--- src/rtl/alu_writeback_pkg.sv ---
`default_nettype none
// ------------------------------------------------------------------
// alu_writeback_pkg : shared types and constants for ALU writeback
// Rev 1.0
// ------------------------------------------------------------------
package alu_writeback_pkg;

  typedef enum logic [1:0] {
    IDLE  = 2'd0,
    WR_LO = 2'd1,
    WR_HI = 2'd2
  } wb_state_e;

  localparam logic [3:0] COND_EQ = 4'h0;
  localparam logic [3:0] COND_NE = 4'h1;
  localparam logic [3:0] COND_CS = 4'h2;
  localparam logic [3:0] COND_CC = 4'h3;
  localparam logic [3:0] COND_MI = 4'h4;
  localparam logic [3:0] COND_PL = 4'h5;
  localparam logic [3:0] COND_VS = 4'h6;
  localparam logic [3:0] COND_VC = 4'h7;
  localparam logic [3:0] COND_HI = 4'h8;
  localparam logic [3:0] COND_LS = 4'h9;
  localparam logic [3:0] COND_GE = 4'hA;
  localparam logic [3:0] COND_LT = 4'hB;
  localparam logic [3:0] COND_GT = 4'hC;
  localparam logic [3:0] COND_LE = 4'hD;
  localparam logic [3:0] COND_AL = 4'hE;
  localparam logic [3:0] COND_NV = 4'hF;

  localparam int FLAG_N = 3;
  localparam int FLAG_Z = 2;
  localparam int FLAG_C = 1;
  localparam int FLAG_V = 0;

  localparam logic [3:0] PC_ADDR = 4'd15;

endpackage : alu_writeback_pkg
`default_nettype wire

--- src/rtl/alu_writeback_cond_eval.sv ---
`default_nettype none
// ------------------------------------------------------------------
// cond_eval : combinational condition-code check against NZCV
// Rev 1.0
// ------------------------------------------------------------------
module cond_eval
  import alu_writeback_pkg::*;
(
  input  logic [3:0] cond_i,
  input  logic [3:0] flags_i,
  output logic       pass_o
);

  logic w_n, w_z, w_c, w_v;
  assign w_n = flags_i[FLAG_N];
  assign w_z = flags_i[FLAG_Z];
  assign w_c = flags_i[FLAG_C];
  assign w_v = flags_i[FLAG_V];

  always_comb begin
    pass_o = 1'b1;
    case (cond_i)
      COND_EQ: pass_o = w_z;
      COND_NE: pass_o = ~w_z;
      COND_CS: pass_o = w_c;
      COND_CC: pass_o = ~w_c;
      COND_MI: pass_o = w_n;
      COND_PL: pass_o = ~w_n;
      COND_VS: pass_o = w_v;
      COND_VC: pass_o = ~w_v;
      COND_HI: pass_o = w_c & ~w_z;
      COND_LS: pass_o = ~w_c | w_z;
      COND_GE: pass_o = (w_n == w_v);
      COND_LT: pass_o = (w_n != w_v);
      COND_GT: pass_o = ~w_z & (w_n == w_v);
      COND_LE: pass_o = w_z | (w_n != w_v);
      default: pass_o = 1'b1;  // AL, and NV treated as always
    endcase
  end

endmodule : cond_eval
`default_nettype wire

--- src/rtl/alu_writeback.sv ---
`default_nettype none
// ------------------------------------------------------------------
// alu_writeback : condition check, NZCV update and 1-2 cycle writeback
// Rev 1.0
// ------------------------------------------------------------------
module alu_writeback
  import alu_writeback_pkg::*;
#(
  parameter int DATA_W = 32,
  parameter int RA_W   = 4
) (
  input  logic              clk,
  input  logic              reset,
  input  logic              valid_in,
  output logic              ready_out,
  input  logic [3:0]        cond,
  input  logic              s_bit,
  input  logic              no_write,
  input  logic              long_mul,
  input  logic              alu_arith,
  input  logic [DATA_W-1:0] result_lo,
  input  logic [DATA_W-1:0] result_hi,
  input  logic [3:0]        alu_flags,
  input  logic [RA_W-1:0]   rd_lo,
  input  logic [RA_W-1:0]   rd_hi,
  output logic              reg_we,
  output logic [RA_W-1:0]   reg_wa,
  output logic [DATA_W-1:0] reg_wd,
  output logic              pc_we,
  output logic              cond_ex,
  output logic [3:0]        flags
);

  wb_state_e           state_q, state_d;
  logic [3:0]          flags_q, flags_d;
  logic                cond_q, long_q, no_write_q;
  logic [DATA_W-1:0]   lo_q, hi_q;
  logic [RA_W-1:0]     rd_lo_q, rd_hi_q;
  logic                w_pass, w_accept;

  cond_eval u_cond_eval (
    .cond_i  (cond),
    .flags_i (flags_q),
    .pass_o  (w_pass)
  );

  assign ready_out = (state_q == IDLE) | ((state_q == WR_LO) & ~long_q) | (state_q == WR_HI);
  assign w_accept  = valid_in & ready_out;
  assign flags     = flags_q;
  assign cond_ex   = cond_q;

  always_comb begin
    state_d = IDLE;
    if (w_accept)
      state_d = WR_LO;
    else if ((state_q == WR_LO) && long_q)
      state_d = WR_HI;
  end

  always_comb begin
    flags_d = flags_q;
    if (w_accept && w_pass && s_bit) begin
      if (long_mul) begin
        flags_d[FLAG_N] = result_hi[DATA_W-1];
        flags_d[FLAG_Z] = (result_hi == '0) && (result_lo == '0);
      end else begin
        flags_d[FLAG_N] = alu_flags[FLAG_N];
        flags_d[FLAG_Z] = alu_flags[FLAG_Z];
      end
      if (alu_arith) begin
        flags_d[FLAG_C] = alu_flags[FLAG_C];
        flags_d[FLAG_V] = alu_flags[FLAG_V];
      end
    end
  end

  always_ff @(posedge clk) begin
    if (reset) begin
      state_q    <= IDLE;
      flags_q    <= 4'b0000;
      cond_q     <= 1'b0;
      long_q     <= 1'b0;
      no_write_q <= 1'b0;
      lo_q       <= '0;
      hi_q       <= '0;
      rd_lo_q    <= '0;
      rd_hi_q    <= '0;
    end else begin
      state_q <= state_d;
      flags_q <= flags_d;
      if (w_accept) begin
        cond_q     <= w_pass;
        long_q     <= long_mul;
        no_write_q <= no_write;
        lo_q       <= result_lo;
        hi_q       <= result_hi;
        rd_lo_q    <= rd_lo;
        rd_hi_q    <= rd_hi;
      end
    end
  end

  // Enables decode only registered state; reset masks a write caught mid-flight.
  always_comb begin
    reg_we = 1'b0;
    pc_we  = 1'b0;
    reg_wa = '0;
    reg_wd = '0;
    case (state_q)
      WR_LO: begin
        reg_wa = rd_lo_q;
        reg_wd = lo_q;
        if (cond_q && !no_write_q && !reset) begin
          if (rd_lo_q == RA_W'(PC_ADDR)) pc_we  = 1'b1;
          else                           reg_we = 1'b1;
        end
      end
      WR_HI: begin
        reg_wa = rd_hi_q;
        reg_wd = hi_q;
        if (cond_q && !reset && (rd_hi_q != RA_W'(PC_ADDR)))
          reg_we = 1'b1;
      end
      default: ;
    endcase
  end

endmodule : alu_writeback
`default_nettype wire

--- config.mk ---
export PLATFORM = sky130hd
export DESIGN_NAME = alu_writeback
export DESIGN_NICKNAME = d
export VERILOG_FILES = /design/src/rtl/alu_writeback_pkg.sv /design/src/rtl/alu_writeback_cond_eval.sv /design/src/rtl/alu_writeback.sv
export SDC_FILE = /design/constraint.sdc
export NUM_CORES = 1
export LEC_CHECK = 0
export CAP_MARGIN = 15
export CORE_ASPECT_RATIO = 0.8
export CORE_MARGIN = 2
export CORE_UTILIZATION = 35
export DETAILED_ROUTE_END_ITERATION = 10
export DONT_BUFFER_PORTS = 1
export GPL_ROUTABILITY_DRIVEN = 0
export SLEW_MARGIN = 20
export SYNTH_ARGS = -nofsm -noshare
export SYNTH_HDL_FRONTEND = slang
export SYNTH_SLANG_ARGS = --single-unit
--- constraint.sdc ---
create_clock -name clk -period 2.9 [get_ports clk]
set_input_delay 0.58 -clock clk [delete_from_list [all_inputs] [get_ports clk]]
set_output_delay 0.58 -clock clk [all_outputs]
set_load 0.01 [all_outputs]
==> results of run 1 <==
==> routing by layer <==
metal	track usage	up-vias	part of all wire
met1	0.2544	1639	0.43
met3	0.08157	23	0.11
li1	-	1695	-
met2	0.2973	151	0.44
met5	0	-	0
met4	0.06887	0	0.022
==> flip-flops by register name, summed over array words and instances (netlist names), 2 cells and up <==
name and count:
flags 4, hi_q 32, lo_q 32, rd_hi_q 4
rd_lo_q 4, state_q 2
==> stage by stage <==
stage               std cells  hold WS, ns  power, mW
finish                    637       0.3176      2.605
detailed placement        621       0.4422      1.488
floorplan                 504       0.4278      1.441
CTS                       637       0.3018      2.638
global route              637       0.2960      2.726
global placement          621       0.4358      1.477
==> area by class of cell <==
class,count,area share
Clock buffer,11,0.05971
Clock inverter,5,0.01271
Inverter,7,0.006208
Multi-Input combinational cell,378,0.4762
Sequential cell,81,0.3831
Tap cell,144,0.04257
Timing Repair Buffer,11,0.01951
==> worst max path at each step <==
stage | cells after the start | slack, ns | to | start
2_1_floorplan | 6 | 0.88 | reg_wd[22] | state_q[1]$_SDFF_PP0_
3_3_place_gp | 7 | 0.74 | lo_q[16]$_SDFFE_PP0P_ | state_q[0]$_SDFF_PP0_
3_5_place_dp | 7 | 0.66 | lo_q[23]$_SDFFE_PP0P_ | state_q[0]$_SDFF_PP0_
4_1_cts | 4 | 0.39 | reg_we | state_q[0]$_SDFF_PP0_
5_1_grt | 4 | 0.33 | reg_wd[28] | state_q[0]$_SDFF_PP0_
6_report | 4 | 0.44 | reg_wd[31] | state_q[0]$_SDFF_PP0_
==> cells by family after synthesis <==
logic type | Yosys count | synth area share
buffers and inverters | 45 | 0.05067
DFF | 81 | 0.4237
and+or+nand+nor | 240 | 0.2890
xor gates and xnor gates | 3 | 0.006866
muxes | 7 | 0.01896
AOI/OAI and AO/OA | 125 | 0.2010
adders and majority gates | 3 | 0.009808
==> cell usage in the layout, fill, tap and decap left out, types with 2 or more instances in the layout <==
master,instances
and2_2,2
nor3_1,2
nor2b_1,41
dfxtp_1,81
xnor2_1,2
a21oi_2,2
nand2_1,156
clkinv_2,3
nor2_1,6
clkbuf_8,2
buf_4,11
ha_1,3
nand4_1,6
mux2i_1,5
clkbuf_16,9
a21oi_1,76
inv_1,7
a22oi_1,36
nand3b_1,3
nor4_1,16
==> power by group through the flow <==
stage | Combinational, mW | Sequential (mW) | Clock (mW)
after CTS | 0.240 | 1.22 | 1.17
after detailed placement | 0.240 | 1.25 | 0
final | 0.239 | 1.22 | 1.14
after global routing | 0.269 | 1.23 | 1.23
after floorplan | 0.207 | 1.23 | 0
after global placement | 0.233 | 1.24 | 0
==> results.toml, run 1 <==
[sta]
min_period_ns = 2.462
min_period_over_period = 0.8491
fin_tns_setup_ns = 0
slew_violations = 0
final.setup.worst_slack_ns = 0.4376
skew_ns = 0.005458
slew-limit-headroom = 0.4932
fmax_mhz = 406.1
hold_viol = 0
setup_viol = 0
rsz0062_at_grt = "false"
tightest_slew_ns = 0.7532

[placement]
dp_hpwl_mm = 8.526
port_buffers = 0
placed_area_um2 = 3926
preCtsSetupSlack_ns = 0.6625

[final_layout]
register_area_um2 = 1622
design_area_um2 = 4233
syn_to_final_growth_pct = 10.59
multiInputGateArea_um2 = 2016
n_fill_cell = 1122
drive_above_1_share = 0.07708
final_nets = 578
post-route-util = 0.3933
num_antenna_cells = 0

[route]
drt-initial-drc-count = 264
num_vias = 3508
drc = 0
drt-pass1-iter-count = 5
wire_per_inst_um = 18.48
viasPerCell = 5.507
drt_wl_total_mm = 11.77
antenna_left = 0

[critical_path]
cp_data_arrival_time_ns = 1.88
critPathCaptureType = "output pin"
cp.required_ns = 2.32
critPathTopFamily = "adder cells"
cp_slowest_cell = "ha_1"
rr_startpoint = "state_q[0]$_SDFF_PP0_"
worst-setup-path-type = "flip-flop to output pin"
worstPathMaxFanout = 13
critPathBufInv = 2
rrSetupSlack_ns = 0.69
reg2reg_depth = 7
crit_chain = "inv_1, ha_1, buf_4, nor2b_1"
r2r_end = "lo_q[19]$_SDFFE_PP0P_"
cp_slowest_stage_delay_ns = 0.57
start_kind = "flip-flop"

[synthesis]
syn_area_per_cell_um2 = 7.594
ys_warn_count = 0
yosys.area.top_type = "dfxtp_1"
synth.most_common_cell = "nand2_1"
synth-seq-cells = 81
async_flop_share = 0
synth_area_um2 = 3827
synth_flop_cell = "dfxtp_1"
synth-edff-count = 0
ys_top_cells_by_count = "nand2_1 (157), dfxtp_1 (81), a21oi_1 (76)"
synth_top_area_share = 0.4237
ys_seq_area_frac = 0.4237
synth.distinct_cells = 42
synth_area_leaders = "dfxtp_1 (42%), nand2_1 (15%), a21oi_1 (9.9%)"
syn_inst = 504
synth_fp_nets = 594

[outcome]
outcome = "finished, final reports clean"

[cts]
post_cts_buffers = 0
cts_tree = "done"
clock_path_buffers = 2
post_cts_resized = 0
cts.sinks = 81
path_clk_slew_ns = 0.06
cts_root_buffer = "clkbuf_16"
numCtsBuffers = 9
worstSkewPairLatency_ns = 0.33
cts_hold_buffers = 0
cts_max_level = 3

[grt]
track_usage = 0.1978
grt_pass1_wl_mm = 18.01
antenna_found_initial = 0
grt_max_degree = 82
grt-ovfl-total = 0
grt_pass1_vias = 3442

[power]
p_comb_frac = 0.092
ir_worst_vdd_mv = 0.3831
switching_share = 0.2384
internal_power_mw = 1.984
switchingPower_mw = 0.6210
p_seq_frac = 0.470
power_density_nw_per_um2 = 615.4
clkPwrFrac = 0.439
leakage_nw = 1.426

[floorplan]
core_area_um2 = 10760
io_pins = 131
start_util = 0.3556
fp-row-count = 34
dieArea_um2 = 11790
die_h_um = 97.54
die_x_um = 120.9

[hold_path]
min_to = "hi_q[20]$_SDFFE_PP0P_"
worstHoldStart = "reset"
holdPathStages = 1
hold_class = "input port to flip-flop"

[run]
max_cap_viol_count = 0
Note: power is estimated with default switching activity, not from simulation.
==> run 2: changes to the inputs <==
==> constraint.sdc (replaced) <==
create_clock -name clk -period 2.4 [get_ports clk]
set_input_delay 0.48 -clock clk [delete_from_list [all_inputs] [get_ports clk]]
set_output_delay 0.48 -clock clk [all_outputs]
set_load 0.01 [all_outputs]
==> run 2 against run 1 <==
  * Worst hold slack got worse by 0.10 ns
  * Cell area increased by 1.8%
  * Wire length decreased by 0.97%
  * Clock-buffer cell count increased by 1
  * Largest cell class unchanged
==> results.toml, run 2 (synthesis results as in run 1) <==
[outcome]
outcome = "finished, final reports clean"

[final_layout]
final_common_cell = "nand2_1"
n_fill_cell = 1102
design_area_um2 = 4309
reg.largest.list = "hi_q (32), lo_q (32)"
drive_above_1_share = 0.08451
post-route-util = 0.4004
num_antenna_cells = 0
final_cell_mix = "nand2_1 (156), dfxtp_1 (81), a21oi_1 (76), nor2b_1 (41), a22oi_1 (36)"
final_nets = 582
syn_to_final_growth_pct = 12.59

[cts]
cts_tree = "done"
worstSkewPairLatency_ns = 0.33
numCtsBuffers = 9
cts.sinks = 81
cts_hold_buffers = 0
cts_root_buffer = "clkbuf_16"
post_cts_buffers = 0
cts_max_level = 3
post_cts_resized = 0
clock_path_buffers = 2
path_clk_slew_ns = 0.06

[sta]
slew_violations = 0
slew-limit-headroom = 0.5961
min_period_ns = 2.177
tightest_slew_ns = 0.6004
fin_tns_setup_ns = 0
min_period_over_period = 0.9069
fmax_mhz = 459.4
setup_viol = 0
rsz0062_at_grt = "false"
skew_ns = 0.004564
hold_viol = 0

[critical_path]
critPathCaptureType = "output pin"
cp.required_ns = 1.92
cp_slowest_stage_delay_ns = 0.32
start_kind = "flip-flop"
cp_slowest_cell = "buf_4"
worstPathMaxFanout = 25
cp_data_arrival_time_ns = 1.70
worst-setup-path-type = "flip-flop to output pin"
crit_chain = "inv_1, ha_1, buf_4, a32o_1, and4_1"

[hold_path]
hold_class = "input port to flip-flop"

[floorplan]
core_area_um2 = 10760
fp-row-count = 34
die_x_um = 120.9
start_util = 0.3556
dieArea_um2 = 11790
io_pins = 131
die_h_um = 97.54

[run]
max_cap_viol_count = 0

[route]
drt-initial-drc-count = 299
num_vias = 3533
drt_wl_total_mm = 11.66
viasPerCell = 5.512
drc = 0
wire_per_inst_um = 18.19
antenna_left = 0
drt-pass1-iter-count = 5

[grt]
grt_max_degree = 82
grt-ovfl-total = 0
track_usage = 0.1968
antenna_found_initial = 1
grt_pass1_wl_mm = 17.93
grt_pass1_vias = 3429

[power]
power_density_nw_per_um2 = 768.3
leakage_nw = 1.467
ir_worst_vdd_mv = 0.4682

[placement]
placed_area_um2 = 3969
dp_hpwl_mm = 8.281
port_buffers = 0
[run 2: layer usage]
| layer | up-vias | wire [um] | global-route usage |
|---|---|---|---|
| met2 | 151 | 5137 | 0.2999 |
| met1 | 1664 | 5146 | 0.2571 |
| met5 | - | 16 | 0 |
| met3 | 20 | 1135 | 0.07981 |
| li1 | 1696 | - | - |
| met4 | 2 | 221 | 0.05188 |
[run 2: final timing paths]
| kind | startpoint | endpoint | slack [ns] | cells after the start |
|---|---|---|---|---|
| max | state_q[0]$_SDFF_PP0_ | reg_we | 0.22 | 5 |
| min | reset | hi_q[20]$_SDFFE_PP0P_ | 0.22 | 1 |
| max reg2reg | state_q[1]$_SDFF_PP0_ | hi_q[31]$_SDFFE_PP0P_ | 0.49 | 8 |
| min reg2reg | lo_q[19]$_SDFFE_PP0P_ | lo_q[19]$_SDFFE_PP0P_ | 0.45 | 2 |
[run 2: area by class of cell]
type / count / area, um2 / area share
Clock inverter: 4 / 73.82 / 0.01713
Sequential cell: 81 / 1622 / 0.3763
Timing Repair Buffer: 15 / 125.1 / 0.02904
Inverter: 7 / 26.28 / 0.006098
Tap cell: 144 / 180.2 / 0.04181
Multi-Input combinational cell: 378 / 2016 / 0.4678
Clock buffer: 12 / 266.5 / 0.06185
[run 2: stage by stage]
step                std cells  power, mW  setup slack, ns  hold slack [ns]
detailed placement        625      1.800           0.4293           0.4398
global route              641      3.445          0.08852           0.1938
CTS                       641      3.346           0.1951           0.1972
finish                    641      3.311           0.2235           0.2170
floorplan                 504      1.741           0.4843           0.4278
global placement          625      1.790           0.4365           0.4354
[run 2: where the power goes]
group          internal (mW)  leakage (nW)  switching (mW)  total (mW)
registers               1.43         0.666          0.0511        1.48
clock network          0.997         0.169           0.545        1.54
logic                  0.116         0.632           0.176       0.292
[run 2: critical path, delay by kind of cell (launching register included)]
kind | cells | cell delay (ns)
DFF | 1 | 0.31
AOI/OAI and AO/OA | 1 | 0.19
adders and majority gates | 1 | 0.20
buffers and inverters | 2 | 0.39
and+or+nand+nor | 1 | 0.25
==> run 3: changes to the inputs <==
==> constraint.sdc (replaced) <==
create_clock -name clk -period 2.8 [get_ports clk]
set_input_delay 0.56 -clock clk [delete_from_list [all_inputs] [get_ports clk]]
set_output_delay 0.56 -clock clk [all_outputs]
set_load 0.01 [all_outputs]
==> run 3 against run 2 <==
  * Critical path depth is 1 lower
  * Die area stayed put
  * Worst hold slack better by 0.078 ns
  * Non-clock buffer count is 4 lower
  * First-iteration DRC count is 26% lower
  * Via count is 1.6% lower
  * Cell count is 0.62% lower
  * Sequential power is 15% lower
  * Wire length is 0.94% lower
  * Largest cell class unchanged
==> results.toml, run 3 (synthesis results as in run 1) <==
[final_layout]
final_nets = 578
final_common_cell = "nand2_1"
multiInputGateArea_um2 = 2016
register_area_um2 = 1622
syn_to_final_growth_pct = 11.44
reg.largest.list = "hi_q (32), lo_q (32)"
drive_above_1_share = 0.07708
n_fill_cell = 1104
num_antenna_cells = 0
final_cell_mix = "nand2_1 (156), dfxtp_1 (81), a21oi_1 (76), nor2b_1 (41), a22oi_1 (36)"

[route]
wl_met2_mm = 5.169
drt-met1-wl_mm = 5.007
drt-initial-drc-count = 220
drt-pass1-iter-count = 4
drc = 0
antenna_left = 0
drt_wl_total_mm = 11.55
wl_met3_mm = 1.153
num_vias = 3475
highest_layer = "met4"
viasPerCell = 5.455
wire_per_inst_um = 18.13

[grt]
antenna_found_initial = 1
grt-ovfl-total = 0
grt_max_degree = 82
grt_pass1_wl_mm = 17.95
grt_pass1_vias = 3386
track_usage = 0.1971

[critical_path]
reg2reg_depth = 8
cp_slowest_cell = "ha_1"
rrSetupSlack_ns = 0.78
crit_chain = "inv_1, ha_1, buf_4, nor2b_1"
worst-setup-path-type = "flip-flop to output pin"
cp.required_ns = 2.24
cp_slowest_stage_delay_ns = 0.61
cp_data_arrival_time_ns = 1.92
path_depth = 4
critPathCaptureType = "output pin"
critPathBufInv = 2
worstPathMaxFanout = 16
critPathTopFamily = "adder cells"
r2r_end = "lo_q[29]$_SDFFE_PP0P_"
start_kind = "flip-flop"
rr_startpoint = "state_q[1]$_SDFF_PP0_"

[sta]
hold_viol = 0
tightest_slew_ns = 0.6550
slew_violations = 0
slew-limit-headroom = 0.5571
fmax_mhz = 402.4
setup_viol = 0
fin_tns_setup_ns = 0
min_period_over_period = 0.8875
skew_ns = 0.008320
min_period_ns = 2.485
final.setup.worst_slack_ns = 0.3151
rsz0062_at_grt = "false"

[cts]
path_clk_slew_ns = 0.07
cts.sinks = 81
post_cts_resized = 0
numCtsBuffers = 9
cts_max_level = 3
worstSkewPairLatency_ns = 0.33
cts_root_buffer = "clkbuf_16"
cts_tree = "done"
post_cts_buffers = 0
cts_hold_buffers = 0
clock_path_buffers = 2

[placement]
port_buffers = 0
preCtsSetupSlack_ns = 0.6364
dp_hpwl_mm = 8.407

[floorplan]
die_h_um = 97.54
start_util = 0.3556
io_pins = 131
core_area_um2 = 10760
fp-row-count = 34
dieArea_um2 = 11790
die_x_um = 120.9

[run]
max_cap_viol_count = 0

[power]
internal_power_mw = 2.025
leakage_nw = 1.428
clkPwrFrac = 0.437
switching_share = 0.2511
p_seq_frac = 0.468
power_density_nw_per_um2 = 633.9
p_total_mw = 2.704
ir_worst_vdd_mv = 0.3451
switchingPower_mw = 0.6789
p_comb_frac = 0.095

[hold_path]
min_to = "lo_q[20]$_SDFFE_PP0P_"
hold_class = "input port to flip-flop"
worstHoldStart = "reset"
holdPathStages = 1

[outcome]
outcome = "finished, final reports clean"
## run 3: through the flow
step	instance area, um2	util	cells	hold slack, ns
floorplan	3827	-	504	0.4278
global placement	3964	0.3683	621	0.4359
detailed placement	3964	0.3683	621	0.4405
CTS	4265	0.3963	637	0.2735
global route	4265	0.3963	637	0.2657
finish	4265	0.3963	637	0.2953
## run 3: how the worst max path moves through the flow
stage                                      from  slack (ns)          to
after floorplan           state_q[1]$_SDFF_PP0_        0.80  reg_wd[22]
after global placement    state_q[0]$_SDFF_PP0_        0.69  reg_wd[30]
after detailed placement  state_q[0]$_SDFF_PP0_        0.64   reg_wa[0]
after CTS                 state_q[0]$_SDFF_PP0_        0.27   reg_wa[0]
after global routing      state_q[0]$_SDFF_PP0_        0.15   reg_wa[0]
final                     state_q[0]$_SDFF_PP0_        0.32   reg_wa[0]
## run 3: layout make-up
cell class	instances	area share
Multi-Input combinational cell	378	0.4726
Timing Repair Buffer	11	0.02816
Sequential cell	81	0.3802
Inverter	7	0.006160
Clock buffer	9	0.05280
Tap cell	144	0.04224
Clock inverter	7	0.01789
## run 3: worst reg2reg max path: cells and delay by family, from the launching register on
family / cells / cell delay (ns)
simple gates: 4 / 0.98
buf+inv: 2 / 0.34
flops: 1 / 0.33
fa+ha+maj: 1 / 0.20
compound gates: 1 / 0.06
## run 3: power by group through the flow
stage          combinational [mW]  clock [mW]  sequential (mW)
5_1_grt                     0.291        1.27             1.27
6_report                    0.258        1.18             1.26
4_1_cts                     0.260        1.21             1.26
2_1_floorplan               0.214           0             1.28
3_5_place_dp                0.260           0             1.29
3_3_place_gp                0.253           0             1.29
## run 3: per-layer routing
| metal | vias up | track usage |
|---|---|---|
| met5 | - | 0 |
| met4 | 0 | 0.06530 |
| met3 | 14 | 0.07864 |
| met2 | 135 | 0.2835 |
| met1 | 1641 | 0.2672 |
| li1 | 1685 | - |
